==> src/rtl/ex_mem_latch.sv <==
// EX/MEM pipeline register: issues each data-memory access once and holds while memory stalls.
// Optional STALL_COUNT_EN adds a saturating stall_cycles counter output.
//   state  | meaning
//   IDLE   | no memory access outstanding
//   ISSUE  | access latched, C_DMemEn high this cycle only
//   WAIT   | enable dropped, memory still stalling
module ex_mem_latch #(
    parameter int DATA_W = 16,
    parameter int REG_W  = 3
) (
    input  logic              clk,
    input  logic              rst,
    input  logic [DATA_W-1:0] ex_ALUOut,
    input  logic [DATA_W-1:0] ex_ReadData2,
    input  logic              ex_DMemEn,
    input  logic              ex_DMemWrite,
    input  logic              ex_DMemDump,
    input  logic              ex_RegWrite,
    input  logic [REG_W-1:0]  ex_WriteReg,
    input  logic              ex_valid,
    input  logic              flush,
    input  logic              Dmem_Stall,
    input  logic              err,
    output logic [DATA_W-1:0] ALUOut,
    output logic [DATA_W-1:0] ReadData2,
    output logic              C_DMemEn,
    output logic              C_DMemWrite,
    output logic              C_DMemDump,
    output logic              RegWrite,
    output logic [REG_W-1:0]  WriteReg,
    output logic              valid_out,
    output logic              stall_up,
    output logic              err_sticky
`ifdef STALL_COUNT_EN
    ,
    output logic [15:0]       stall_cycles
`endif
);

    typedef enum logic [1:0] {
        S_IDLE  = 2'd0,
        S_ISSUE = 2'd1,
        S_WAIT  = 2'd2
    } state_t;

    state_t             state_q, state_d;
    logic [DATA_W-1:0]  aluout_q, aluout_d;
    logic [DATA_W-1:0]  readdata2_q, readdata2_d;
    logic               dmemwrite_q, dmemwrite_d;
    logic               dmemdump_q, dmemdump_d;
    logic               regwrite_q, regwrite_d;
    logic [REG_W-1:0]   writereg_q, writereg_d;
    logic               valid_q, valid_d;
    logic               pending_flush_q, pending_flush_d;
    logic               err_sticky_q, err_sticky_d;
    logic               stall_w;
    logic               take_w;

    always_comb begin
        stall_w         = (state_q != S_IDLE) && Dmem_Stall;
        take_w          = ex_valid & ~flush & ~pending_flush_q;
        state_d         = state_q;
        aluout_d        = aluout_q;
        readdata2_d     = readdata2_q;
        dmemwrite_d     = dmemwrite_q;
        dmemdump_d      = dmemdump_q;
        regwrite_d      = regwrite_q;
        writereg_d      = writereg_q;
        valid_d         = valid_q;
        pending_flush_d = pending_flush_q;
        err_sticky_d    = err_sticky_q | (err & (state_q != S_IDLE));

        if (!stall_w) begin
            aluout_d        = ex_ALUOut;
            readdata2_d     = ex_ReadData2;
            writereg_d      = ex_WriteReg;
            // squashed or empty slots keep their data but lose every enable
            dmemwrite_d     = ex_DMemWrite & ex_DMemEn & take_w;
            dmemdump_d      = ex_DMemDump & take_w;
            regwrite_d      = ex_RegWrite & take_w;
            valid_d         = take_w;
            pending_flush_d = 1'b0;
            state_d         = (take_w && ex_DMemEn) ? S_ISSUE : S_IDLE;
        end else begin
            // an in-flight access is never aborted; remember the flush instead
            pending_flush_d = pending_flush_q | flush;
            state_d         = S_WAIT;
        end
    end

    always_ff @(posedge clk or negedge rst) begin
        if (!rst) begin
            state_q         <= S_IDLE;
            aluout_q        <= '0;
            readdata2_q     <= '0;
            dmemwrite_q     <= 1'b0;
            dmemdump_q      <= 1'b0;
            regwrite_q      <= 1'b0;
            writereg_q      <= '0;
            valid_q         <= 1'b0;
            pending_flush_q <= 1'b0;
            err_sticky_q    <= 1'b0;
        end else begin
            state_q         <= state_d;
            aluout_q        <= aluout_d;
            readdata2_q     <= readdata2_d;
            dmemwrite_q     <= dmemwrite_d;
            dmemdump_q      <= dmemdump_d;
            regwrite_q      <= regwrite_d;
            writereg_q      <= writereg_d;
            valid_q         <= valid_d;
            pending_flush_q <= pending_flush_d;
            err_sticky_q    <= err_sticky_d;
        end
    end

    assign ALUOut      = aluout_q;
    assign ReadData2   = readdata2_q;
    assign C_DMemEn    = (state_q == S_ISSUE);
    assign C_DMemWrite = (state_q == S_ISSUE) & dmemwrite_q;
    assign C_DMemDump  = dmemdump_q;
    assign RegWrite    = regwrite_q;
    assign WriteReg    = writereg_q;
    assign valid_out   = valid_q & ~stall_w;
    assign stall_up    = stall_w;
    assign err_sticky  = err_sticky_q;

`ifdef STALL_COUNT_EN
    logic [15:0] stall_cnt_q, stall_cnt_d;

    always_comb begin
        stall_cnt_d = stall_cnt_q;
        if (stall_w && (stall_cnt_q != 16'hFFFF))
            stall_cnt_d = stall_cnt_q + 16'd1;
    end

    always_ff @(posedge clk or negedge rst) begin
        if (!rst)
            stall_cnt_q <= 16'd0;
        else
            stall_cnt_q <= stall_cnt_d;
    end

    assign stall_cycles = stall_cnt_q;
`endif

endmodule

==> config.mk <==
export PLATFORM = sky130hd
export DESIGN_NAME = ex_mem_latch
export DESIGN_NICKNAME = d
export VERILOG_FILES = /design/src/rtl/ex_mem_latch.sv
export SDC_FILE = /design/constraint.sdc
export NUM_CORES = 1
export LEC_CHECK = 0
export BUFFER_PORTS_ARGS = -buffer_cell sky130_fd_sc_hd__buf_4
export CAP_MARGIN = 5
export CORE_AREA = 2 2 66 68
export DETAILED_ROUTE_END_ITERATION = 16
export DIE_AREA = 0 0 68 70
export PLACE_DENSITY = 0.77
export REMOVE_ABC_BUFFERS = 1
export SYNTH_ARGS = -nofsm -noshare
export SYNTH_HDL_FRONTEND = slang
export SYNTH_SLANG_ARGS = --single-unit
==> constraint.sdc <==
create_clock -name clk -period 1.86 [get_ports clk]
set_input_delay 0.186 -clock clk [delete_from_list [all_inputs] [get_ports clk]]
set_output_delay 0.186 -clock clk [all_outputs]
set_load 0.1 [all_outputs]
==> Word level (Yosys, flattened, before mapping) <==
Index checks and enable logic that the tools add are counted.
Widths: inputs -> output; s select.
{ "totals": {"reg_bits": 43, "out_inout_bits": 42, "elab_cells": 31} }
{ "classes": {"eq_ne": 1, "n_bitwise": 14, "reduce_logical": 3, "mux": 3} }
{ "op_table": {"columns": ["op", "count"], "rows": [
  ["$and 1x1->1", 9],
  ["$not 1->1", 3],
  ["$eq 2x1->1 const B", 1],
  ["$logic_and 1x1->1", 2],
  ["$mux 1", 2],
  ["$mux 2", 1],
  ["$or 1x1->1", 2],
  ["$reduce_bool 2->1", 1]
]} }

==> Longest topological paths before layout <==
{ "depth": {"depth_word": 6, "depth_mapped": 4, "ltp_nobuf": 3} }

==> Worst setup path before layout <==
OpenSTA, ideal clock, no wires.
{ "synth_path": {"path_type": "register -> output", "from": "reg state_q[0]", "to": "out C_DMemWrite", "n_path_buf": 0, "required_ps": 1674, "setup_slack_ps": -1067, "stages_incl_launch_ff": 3, "arrival_time_ps": 2741, "cell_sequence": "dfrtp_1 > nor2b_1 > and2_1"} }
{ "synth_between": {"elab_chain_cells": 2} }
{ "synth_rtl": {"columns": ["element", "line", "rtl"], "rows": [
  ["from (decl)", "46", "state_t state_q, state_d;"],
  ["from (signal assigned)", "104", "state_q <= state_d;"],
  ["$eq 2x1->1", null, null],
  ["via C_DMemEn", "26", "output logic C_DMemEn,"],
  ["$and 1x1->1", "120", "assign C_DMemWrite = (state_q == S_ISSUE) & dmemwrite_q;"],
  ["to (decl)", "27", "output logic C_DMemWrite,"]
]} }
The timed path passes the listed nets, and every way through them passes these cells.

==> Final worst setup path <==
{ "layout_path": {"from": "reg state_q[0]", "to": "out stall_up"} }
{ "layout_between": {"elab_chain_cells": 2} }
{ "layout_rtl": {"columns": ["element", "line", "rtl"], "rows": [
  ["$reduce_bool 2->1", "60", "stall_w = (state_q != S_IDLE) && Dmem_Stall;"],
  ["$logic_and 1x1->1", "60", null],
  ["to (decl)", "32", "output logic stall_up,"]
]} }
Every way passes these cells.

==> reports/results.tsv <==
metric	value	unit
Area Overhead vs Synth	47.0	%
ANT nets after route	0	
vias per std cell	4.81	
Design Area, Final	2580	sq um
final slew viol count	0	
Post-Route WL	3790	um
DRT Pass-1 Iters	3	
Worst Path Arrival	1.55	ns
syn avg cell area	17.7	sq um
initial core utilization	0.424	
routed via count	1178	
Site Rows	24	
Cell variety after synth	16	
Worst Path Max Fanout	37	
Die Wd	68	um
Worst-path clk slew	0.08	ns
Post-Syn Instances	99	
first-pass GRT wire length	6110	um
Final Util	0.623	
fill count	333	
worst hold path class	in2reg	
Setup Skew	0.00695	ns
max-cap viol count	0	
crit path kind	reg2out	
GR Overflow Total	0	
Reg area	1080	sq um
Power Density	1020	nW/um^2
clock sinks	43	
Iteration-0 DRC Markers	71	
core footprint	4140	sq um
All-Layer GR Usage	0.173	
port bufs	86	
Multi-input gate area	639	sq um
H-tree levels	2	
routability congestion estimate	0.770	
# DRC	0	
FF+latch count, synth	43	
I/O pin total	87	
CP Data Required Time	1.67	ns
worst skew pair latency	0.30	ns
crit share post-route	0.934	
die height	70	um
Period minus WS final	1.74	ns
LEAKAGE	1.33	nW
Max-Slew Margin vs Limit	0.633	
Slew @ Worst Pin	0.549	ns
Root Buffer	clkbuf_8	
largest net degree at the start of global routing	44	
R2R depth	3	
TritonCTS buffer count	5	
FF-to-FF End	ReadData2[14]$_DFFE_PN0N_	
initial antenna violation count	0	
Crit. End Element	output pin	
n_diodes	0	
post-DR wirelength/cell	15.5	um
Fin Setup TNS	0	ns
layout cell share with drive strength beyond 1	0.705	
Max clock buf depth	2	
Reg2Reg Setup Slack	0.43	ns
synth warn	0	
vias in the first global route	1222	
Die ar.	4760	sq um
CP Launch Type	register	
crit path launch	state_q[0]$_DFF_PN0_	
CTS tree	yes	
status	completed	
Fmax	576	MHz
VDD IR-drop max	0.000584	V
area post-placement	2430	sq um
register area share after synthesis	0.613	
reg2reg start	state_q[0]$_DFF_PN0_	
final hold violation count	0	
Cell Area, Synth	1760	sq um
RSZ-0062 raised after global routing	no	
Final nets	237	
crit path to	stall_up	
final setup violation count	0	
==> layer usage <==
| layer | track usage | routed length [um] | vias up |
|---|---|---|---|
| li1 | - | - | 537 |
| met1 | 0.214 | 1440 | 583 |
| met2 | 0.278 | 1940 | 50 |
| met3 | 0.0483 | 336 | 8 |
| met4 | 0.0733 | 74 | 0 |
| met5 | 0 | 0 | - |
==> layout by cell type, fill, tap and decap left out <==
cell / netlist / routed
bufinv_16: 0 / 1
nor2_1: 2 / 2
mux2_4: 29 / 29
clkbuf_8: 0 / 6
o21ai_4: 1 / 1
clkinv_2: 0 / 1
and3_1: 1 / 1
a41o_1: 1 / 1
inv_8: 0 / 1
nand2b_1: 1 / 1
and2_1: 2 / 2
o21ai_0: 1 / 1
dlygate4sd3_1: 0 / 1
o211a_1: 3 / 3
buf_4: 0 / 88
nor2b_1: 1 / 1
mux2_2: 7 / 7
a31o_2: 2 / 2
nor3b_1: 1 / 1
dfrtp_1: 43 / 43
==> through the flow <==
| step | hold WS (ns) | worst slack, ns | cells | total power, mW |
|---|---|---|---|---|
| final | 0.112 | 0.123 | 245 | 2.64 |
| after global routing | 0.107 | 0.0391 | 245 | 2.74 |
| after CTS | 0.106 | 0.0595 | 243 | 2.67 |
| after detailed placement | 0.207 | 0.199 | 234 | 1.91 |
| after global placement | 0.197 | 0.265 | 234 | 1.90 |
| after floorplan | -0.110 | -1.07 | 96 | 1.68 |
==> critical path: stages (launching register included) <==
cell and delay [ns]:
dfrtp_1 0.48, o21ai_4 0.14, inv_8 0.27, buf_4 0.36
==> logic make-up after synthesis <==
logic type | after synthesis | synth area share
buffers and inverters | 4 | 0.0228
AOI/OAI and AO/OA | 8 | 0.0449
muxes | 36 | 0.293
and+or+nand+nor | 8 | 0.0264
DFF | 43 | 0.613
==> cells in the mapped netlist <==
cell type / number / area (sq um)
and2_1: 2 / 12.5
nor3b_1: 1 / 7.51
buf_6: 3 / 33.8
a41o_1: 1 / 10.0
dfrtp_1: 43 / 1080
inv_4: 1 / 6.26
o211a_1: 3 / 30.0
mux2_4: 29 / 435
mux2_2: 7 / 78.8
o21ai_0: 1 / 5.00
nor2_1: 2 / 7.51
and3_1: 1 / 6.26
o21ai_4: 1 / 16.3
nor2b_1: 1 / 6.26
a31o_2: 2 / 17.5
nand2b_1: 1 / 6.26
==> repair_timing <==
action / in CTS / in global routing
hold endpoints to repair: 43 / 0
buffers inserted: 0 / 2
hold buffers: 1 / 0
gates resized for setup: 2 / 0
pin swaps: 0 / 1
endpoints found under the setup margin: 1 / 1
==> layout make-up <==
class	instances	area share
Sequential cell	43	0.417
Timing Repair Buffer	89	0.260
Multi-Input combinational cell	52	0.248
Clock buffer	6	0.0320
Tap cell	52	0.0252
Clock inverter	2	0.0136
Inverter	1	0.00436
==> report_power, final <==
part / total, mW / internal (mW) / switching (mW)
registers: 1.04 / 1.00 / 0.0430
logic: 0.851 / 0.242 / 0.609
clock network: 0.745 / 0.434 / 0.311
total: 2.64 / 1.68 / 0.963
==> worst min path at each step <==
stage	slack (ns)	startpoint	end	cells after the start
finish	0.11	ex_ALUOut[11]	ALUOut[11]$_DFFE_PN0N_	2
global route	0.11	ex_ALUOut[4]	ALUOut[4]$_DFFE_PN0N_	2
CTS	0.11	ex_ALUOut[11]	ALUOut[11]$_DFFE_PN0N_	2
detailed placement	0.21	rst	ReadData2[2]$_DFFE_PN0N_	1
global placement	0.20	rst	ALUOut[10]$_DFFE_PN0N_	1
floorplan	-0.11	rst	ALUOut[0]$_DFFE_PN0N_	0
==> state kept, by name (all words and copies together) (netlist names) <==
signal	cells
err_sticky	1
WriteReg	3
valid_q	1
pending_flush_q	1
C_DMemDump	1
state_q	2
dmemwrite_q	1
RegWrite	1
ReadData2	16
ALUOut	16
Power figures use the tool's default switching activity.
